**src/rtl/leglite_pkg.sv**
```systemverilog
// Types and constants shared by the LEGLite fetch, decode and execute blocks.
package leglite_pkg;

  typedef logic [3:0] opcode_t;

  localparam opcode_t OP_ADD  = 4'd0;
  localparam opcode_t OP_LDUR = 4'd5;
  localparam opcode_t OP_STUR = 4'd6;
  localparam opcode_t OP_CBZ  = 4'd7;
  localparam opcode_t OP_ADDI = 4'd8;
  localparam opcode_t OP_ANDI = 4'd9;

  typedef enum logic [1:0] {
    RESET = 2'd0,
    FETCH = 2'd1,
    HOLD  = 2'd2,
    DRAIN = 2'd3
  } fetch_state_t;

endpackage

```
**src/rtl/leglite_next_pc.sv**
```systemverilog
// Next-PC selection for the fetch unit: a taken branch beats sequential
// advance, which beats holding the current PC.
module leglite_next_pc #(
  parameter int PC_WIDTH = 16
) (
  input  logic                resolve_valid,
  input  logic                branch,
  input  logic                uncondbranch,
  input  logic                zero,
  input  logic [PC_WIDTH-1:0] resolve_pc,
  input  logic [PC_WIDTH-1:0] resolve_offset,
  input  logic [PC_WIDTH-1:0] pc,
  input  logic [PC_WIDTH-1:0] instr_pc,
  input  logic                advance,
  output logic                take,
  output logic [PC_WIDTH-1:0] next_pc
);

  logic [PC_WIDTH-1:0] target;

  always_comb begin
    take   = resolve_valid & (uncondbranch | (branch & zero));
    // Offset is already sign-extended, so plain modular addition suffices.
    target = resolve_pc + resolve_offset;
    if (take) begin
      next_pc = target;
    end else if (advance) begin
      next_pc = instr_pc + PC_WIDTH'(1);
    end else begin
      next_pc = pc;
    end
  end

endmodule

```
**src/rtl/leglite_fetch.sv**
```systemverilog
// LEGLite instruction fetch: owns the PC, issues one imem read at a time and
// hands instructions downstream, squashing wrong-path fetches on redirect.
module leglite_fetch
  import leglite_pkg::*;
#(
  parameter int                  PC_WIDTH    = 16,
  parameter int                  INSTR_WIDTH = 16,
  parameter logic [PC_WIDTH-1:0] RESET_PC    = '0
) (
  input  logic                   clock,
  input  logic                   reset_n,
  output logic                   imem_req,
  output logic [PC_WIDTH-1:0]    imem_addr,
  input  logic                   imem_ready,
  input  logic [INSTR_WIDTH-1:0] imem_data,
  output logic                   instr_valid,
  output logic [INSTR_WIDTH-1:0] instr,
  output opcode_t                opcode,
  output logic [PC_WIDTH-1:0]    instr_pc,
  input  logic                   instr_accept,
  input  logic                   resolve_valid,
  input  logic                   branch,
  input  logic                   uncondbranch,
  input  logic                   zero,
  input  logic [PC_WIDTH-1:0]    resolve_pc,
  input  logic [PC_WIDTH-1:0]    resolve_offset
);

  fetch_state_t           state_q, state_d;
  logic [PC_WIDTH-1:0]    pc_q, pc_d;
  logic                   req_q, req_d;
  logic [PC_WIDTH-1:0]    req_addr_q, req_addr_d;
  logic                   valid_q, valid_d;
  logic [INSTR_WIDTH-1:0] instr_q, instr_d;
  logic [PC_WIDTH-1:0]    instr_pc_q, instr_pc_d;

  logic                   take;
  logic                   advance;
  logic [PC_WIDTH-1:0]    next_pc;

  assign advance = (state_q == HOLD) & instr_accept;

  leglite_next_pc #(
    .PC_WIDTH(PC_WIDTH)
  ) u_next_pc (
    .resolve_valid (resolve_valid),
    .branch        (branch),
    .uncondbranch  (uncondbranch),
    .zero          (zero),
    .resolve_pc    (resolve_pc),
    .resolve_offset(resolve_offset),
    .pc            (pc_q),
    .instr_pc      (instr_pc_q),
    .advance       (advance),
    .take          (take),
    .next_pc       (next_pc)
  );

  always_comb begin
    state_d    = state_q;
    pc_d       = next_pc;
    req_d      = req_q;
    req_addr_d = req_addr_q;
    valid_d    = valid_q;
    instr_d    = instr_q;
    instr_pc_d = instr_pc_q;

    case (state_q)
      RESET: begin
        pc_d       = pc_q;
        state_d    = FETCH;
        req_d      = 1'b1;
        req_addr_d = pc_q;
      end
      FETCH: begin
        if (take) begin
          // A response arriving with the redirect is wrong-path; drop it.
          if (imem_ready) begin
            req_addr_d = next_pc;
          end else begin
            state_d = DRAIN;
          end
        end else if (imem_ready) begin
          state_d    = HOLD;
          req_d      = 1'b0;
          valid_d    = 1'b1;
          instr_d    = imem_data;
          instr_pc_d = req_addr_q;
        end
      end
      HOLD: begin
        if (take || instr_accept) begin
          state_d    = FETCH;
          req_d      = 1'b1;
          req_addr_d = next_pc;
          valid_d    = 1'b0;
        end
      end
      DRAIN: begin
        if (imem_ready) begin
          state_d    = FETCH;
          req_addr_d = next_pc;
        end
      end
      default: begin
        state_d = RESET;
      end
    endcase
  end

  always_ff @(posedge clock) begin
    if (!reset_n) begin
      state_q    <= RESET;
      pc_q       <= RESET_PC;
      req_q      <= 1'b0;
      req_addr_q <= '0;
      valid_q    <= 1'b0;
      instr_q    <= '0;
      instr_pc_q <= '0;
    end else begin
      state_q    <= state_d;
      pc_q       <= pc_d;
      req_q      <= req_d;
      req_addr_q <= req_addr_d;
      valid_q    <= valid_d;
      instr_q    <= instr_d;
      instr_pc_q <= instr_pc_d;
    end
  end

  assign imem_req    = req_q;
  assign imem_addr   = req_addr_q;
  assign instr_valid = valid_q;
  assign instr       = instr_q;
  assign opcode      = instr_q[INSTR_WIDTH-1 -: 4];
  assign instr_pc    = instr_pc_q;

endmodule

```
**config.mk**
```make
export PLATFORM = sky130hd
export DESIGN_NAME = leglite_fetch
export DESIGN_NICKNAME = d
export VERILOG_FILES = /design/src/rtl/leglite_pkg.sv /design/src/rtl/leglite_next_pc.sv /design/src/rtl/leglite_fetch.sv
export SDC_FILE = /design/constraint.sdc
export NUM_CORES = 1
export LEC_CHECK = 0
export CAP_MARGIN = 20
export CORE_MARGIN = 2
export CORE_UTILIZATION = 25
export CTS_CLUSTER_DIAMETER = 40
export DETAILED_ROUTE_END_ITERATION = 8
export GPL_ROUTABILITY_DRIVEN = 0
export SLEW_MARGIN = 0
export SYNTH_ARGS = -nofsm -noshare
export SYNTH_HDL_FRONTEND = slang
export SYNTH_SLANG_ARGS = --single-unit
```
**constraint.sdc**
```tcl
create_clock -name clock -period 2.7 [get_ports clock]
set_input_delay 0.405 -clock clock [delete_from_list [all_inputs] [get_ports clock]]
set_output_delay 0.405 -clock clock [all_outputs]
set_load 0.02 [all_outputs]
```
# --- Word level (Yosys, flattened, before mapping) ---
# Cells that the tools add are included.
word_totals:
  register_bits: 68
op_classes:
  n_addsub: 2
  n_eq_ne: 10
  mux: 20
  bitwise_logic: 5
  n_reduce_logical: 9
op_table:
  columns: ["cell", "count"]
  rows:
  - ["16-bit two-way mux", 5]
  - ["16-bit one-hot mux with 4 select lines", 1]
  - ["16-bit by 1-bit adder with 16-bit output (second input constant)", 1]
  - ["16-bit adder", 1]
  - ["4-bit AND reduction", 3]
  - ["2-bit two-way mux", 5]
  - ["2-bit != test (second input constant)", 4]
  - ["2-bit one-hot mux with 4 select lines", 1]
  - ["1-bit two-way mux", 6]
  - ["3-bit != test (second input constant)", 2]
  - ["2-bit == test (second input constant)", 2]
  - ["1-bit AND", 3]
  - ["1-bit one-hot mux with 3 select lines", 1]
  - ["3-bit AND reduction", 1]
  - ["3-bit nonzero test", 1]
  - ["2-bit by 1-bit == test with 1-bit output (second input constant)", 1]
  - ["2-bit logical NOT", 1]
  - ["2-bit by 1-bit != test with 1-bit output (second input constant)", 1]
  - ["1-bit one-hot mux with 2 select lines", 1]
  - ["2-bit AND reduction", 1]
  - ["2-bit nonzero test", 1]
  - ["1-bit logical OR", 1]
  - ["1-bit NOT", 1]
  - ["1-bit OR", 1]

# --- Longest topological paths before layout ---
depth:
  depth_word: 7
  mapped_depth: 8
  mapped_depth_nobuf: 8

# --- Cells and area by module ---
# Synthesis repeated with hierarchy kept, for this count alone.
hier_totals:
  cells_unflattened: 497
  hier_area_um2: 4224.1
modules_own_cells:
  columns: ["mod", "instances", "cells_each", "area_per_inst_um2"]
  rows:
  - ["leglite_fetch", 1, 298, 2857.7]
  - ["leglite_next_pc", 1, 199, 1366.3]

# --- Least setup slack after synthesis ---
# OpenSTA, ideal clock, no wires.
synth_timing:
  path_type: "in2reg"
  from: "input port resolve_pc[0]"
  to: "register req_addr_q[10], in the netlist imem_addr[10]"
  setup_time_ns: 0.092
  t_arrival_ns: 2.217
  required_time_ns: 2.608
  setup_slack_ns: 0.391
  cell_stages: 8
  cell_sequence: "ha_1 > fa_1 > a21o_1 > a311o_1 > a21oi_2 > xnor2_1 > nor2_1 > o32ai_1"
synth_via:
  elab_chain_len: 5
  word_cells_on_any_way: 6
  cone_classes: "add/sub (1); mux (5)"
synth_rtl:
  columns: ["element", "line", "source"]
  rows:
  - ["start: declaration", "leglite_fetch.sv:25", "input logic [PC_WIDTH-1:0] resolve_pc,"]
  - ["16-bit adder *", "leglite_next_pc.sv:24", "target = resolve_pc + resolve_offset;"]
  - ["16-bit two-way mux *", "leglite_next_pc.sv:25", "if (take) begin"]
  - ["16-bit two-way mux", "leglite_fetch.sv:78, leglite_fetch.sv:100", null]
  - ["16-bit two-way mux", "leglite_fetch.sv:76", "if (take) begin"]
  - ["16-bit one-hot mux with 4 select lines *", "leglite_fetch.sv:68", "case (state_q)"]
  - ["end signal: assignment", "leglite_fetch.sv:124", "req_addr_q <= req_addr_d;"]
  - ["end: declaration", "leglite_fetch.sv:32", "logic [PC_WIDTH-1:0] req_addr_q, req_addr_d;"]
# Mark *: on every way between the ends. The rest lies on a longest branch, timed or not. The select of a mux whose other input is x is not followed.
# A chain may end at the register's enable or synchronous reset.

# --- Worst setup path after layout ---
# Ends and elaborated chain as after synthesis.

==> metrics.md <==
| Metric | Value |
|---|---|
| Power per standard cell area | `approximately 580 nW/µm²` |
| Ratio of final minimum period to clock period | `a little over nine tenths` |
| YS warnings | `0` |
| CTS resizes | `0` |
| Share of layout cells above drive strength 1 | `under 10%` |
| Max layer used | `met4` |
| Post-synthesis sequential area ratio | `36.07%` |
| Final Util | `36.83%` |
| Crit path buf inv count | `1` |
| Total GRT Usage | `14.63%` |
| Worst setup path category | `input port to flop` |
| Initial antenna violation count | `0` |
| Crit path arrival time | `2.79 ns` |
| Clock-pin slew on the worst setup and hold paths | `0.06 ns` |
| Number of synthesized register bits | `68` |
| Met1 Wirelength | `5304 µm` |
| P&R area growth vs syn | `42.90%` |
| Core Rows | `44` |
| DR vias | `3799` |
| Non-Filler Instances | `766` |
| Max Freq | `392.8 MHz` |
| Cts bufs inserted | `9` |
| Critical path fanouts, max | `4` |
| Initial drt markers | `257` |
| Hold crit path type | `flop to flop` |
| Largest net degree at the start of global routing | `51` |
| Vias in the first global route | `3582` |
| Status | `finished, final reports clean` |
| Met3 routed WL | `550 µm` |
| Setup Slack @ Placement | `-0.2113 ns` |
| Number of synthesized flops with an enable pin | `0` |
| Worst vdd ir | `between 200 and 300 µV` |
| CTS tree | `yes` |
| Family with the most delay on the worst path | `compound AO/OA/AOI/OAI gates` |
| Average routed wire per standard cell | `15.25 µm` |
| Root Buffer | `clkbuf_16` |
| Setup TNS | `0 ns` |
| Core area | `14640 µm²` |
| CP max stage delay | `0.41 ns` |
| Global route total overflow | `0` |
| Max cap viols | `0` |
| Die width | `126.9 µm` |
| Placed insts | `750` |
| First-pass GRT wire length | `18950 µm` |
| Setup ws final | `about 0.15 ns` |
| Setup bufs post-CTS | `0` |
| CP Capture Type | `flop` |
| Clk buf depth | `2` |
| Clk sinks | `68` |
| Die height | `126.9 µm` |
| Met2 WL | `5719 µm` |
| Ant. Diodes | `0` |
| DRC Markers | `0` |
| Unrepaired setup endpoints after global routing | `false` |
| Hold buffers post-CTS | `0` |
| DR vias/cell | `4.960` |
| Async SR Flop Fraction | `0%` |
| Top FF cell, synth | `dfxtp_1` |
| Drt first pass iters | `5` |
| Cells after synthesis | `between 400 and 500` |
| Critical-path top delay cell | `a311o_1` |
| Die Footprint | `between 15000 and 20000 µm²` |
| CP startpoint kind | `input port` |
| Tmin final | `2.546 ns` |
| Rel. slew slack | `approximately 64%` |
| Count of cell types in the netlist | `65` |
| Leak pwr | `~1.9 nW` |
| Initial Utilization | `25.77%` |
| Buffers on Ports | `109` |
| Slew @ Worst Pin | `0.5416 ns` |
| Syn Area/Cell | `7.944 µm²` |
| Final Max Tran Viols | `0` |
| Antenna-violating nets left | `0` |
| Post-Syn Area | `3774 µm²` |
| CP required | `2.94 ns` |
| CP Cell Sequence | `clkdlybuf4s50_1, ha_1, fa_1, a21o_1, a311o_1, a21oi_2, xnor2_1, nor2_1, o32ai_1` |
| Clk_lat worst skew | `around 0.33 ns` |
| Nets | `650` |
| HPWL after DPL | `~9000 µm` |
| Final wirelength | `11680 µm` |
| Final hold vios | `0` |
| Final setup fails | `0` |
| H-tree levels | `3` |
| I/O Pins | `110` |
| Clk_skew | `0.007925 ns` |
| Post-Syn Nets | `548` |
[state kept, by name, indices dropped and copies added (netlist names)]
register,flops
imem_req,1
instr,16
pc_q,16
instr_pc,16
state_q,2
instr_valid,1
imem_addr,16
[cell type report]
cell class / instances / area (µm²)
Clock buffer: 11 / 242.7
Clock inverter: 5 / 83.83
Fill cell: 1516 / 9251
Inverter: 9 / 33.78
Multi-Input combinational cell: 366 / 2220
Sequential cell: 68 / 1361
Tap cell: 184 / 230.2
Timing Repair Buffer: 123 / 1221
[path summary, 6_finish.rpt]
check / slack, ns / depth (start not counted) / end / startpoint
worst max-delay path: 0.15 / 9 / imem_addr[10] / resolve_pc[0]
worst max register to register: 0.67 / 7 / imem_addr[14] / instr_pc[0]
worst min-delay path: 0.45 / 2 / instr[8] / instr[8]
worst min register to register: 0.45 / 2 / instr[8] / instr[8]
[per-layer routing]
layer | track usage [%] | up-vias
li1 | - | 1899
met1 | 18.78 | 1810
met2 | 24.86 | 78
met3 | 3.121 | 12
met4 | 4.072 | 0
met5 | 0 | -
[cells by family (layout without fill, tap and decap cells)]
kind of cell | count (synthesis) | after routing | synth area share [%]
simple gates | 176 | 176 | 22.15
compound gates | 146 | 146 | 24.50
flops | 68 | 68 | 36.07
buf+inv | 41 | 148 | 5.106
xor+xnor | 25 | 25 | 5.802
fa+ha+maj | 17 | 17 | 5.836
mux | 2 | 2 | 0.5305
[tightest hold or removal path, stage by stage (launching register included)]
cell     delay (ns)
dfxtp_1        0.30
nand2_1        0.05
a21oi_1        0.05
[per-stage QoR]
stage               instance area, µm²  power, mW  hold slack, ns
floorplan                         3774      1.537          0.4646
global placement                  5066      1.822          0.4425
detailed placement                5066      1.835          0.4453
CTS                               5393      3.124          0.4528
global route                      5393      3.253          0.4732
finish                            5393      3.103          0.4522
[report_power, final]
group          leakage [nW]  switching (mW)  internal (mW)
registers             0.555          0.0530           1.07
logic                  1.21           0.372          0.320
clock network         0.152           0.451          0.837
[layout by cell type, fill, tap and decap left out, types with 3 or more instances in the layout]
master / count
clkdlybuf4s50_1: 109
nand2_1: 89
dfxtp_1: 68
a21oi_1: 65
nor2_1: 34
o21ai_0: 26
xnor2_1: 20
ha_1: 16
nand3_1: 12
buf_4: 12
nor3_1: 10
inv_1: 9
clkbuf_16: 9
nand4_1: 6
o22ai_1: 6
a21o_1: 5
xor2_1: 5
a211oi_1: 4
nor3b_1: 3
o211ai_1: 3
a311oi_1: 3
o32ai_1: 3
and2_1: 3
[synth_stat cells (all sizes together) (2+ instances only)]
cell type	instances	share of area [%]
xnor2	20	4.6
nor3	12	2.0
o21ai	29	3.9
a21o	5	0.99
buf	18	2.8
a221oi	2	0.46
and3b	2	0.46
o21a	2	0.40
o211ai	4	0.93
mux2i	2	0.53
o22ai	6	0.99
nand4	7	1.3
nand3	13	2.1
clkbuf	14	1.4
nor2	34	3.4
nand2b	2	0.33
and4	2	0.46
nand2	89	8.9
and2	3	0.50
nor4	4	1.2
a21oi	67	9.1
a211oi	6	1.5
o32ai	4	1.1
dfxtp	68	36
a222oi	2	0.53
nor3b	3	0.60
ha	16	5.3
a31oi	2	0.33
inv	9	0.90
a311oi	4	1.1
xor2	5	1.2
o221ai	2	0.46
(Power assumes the default switching activity.)
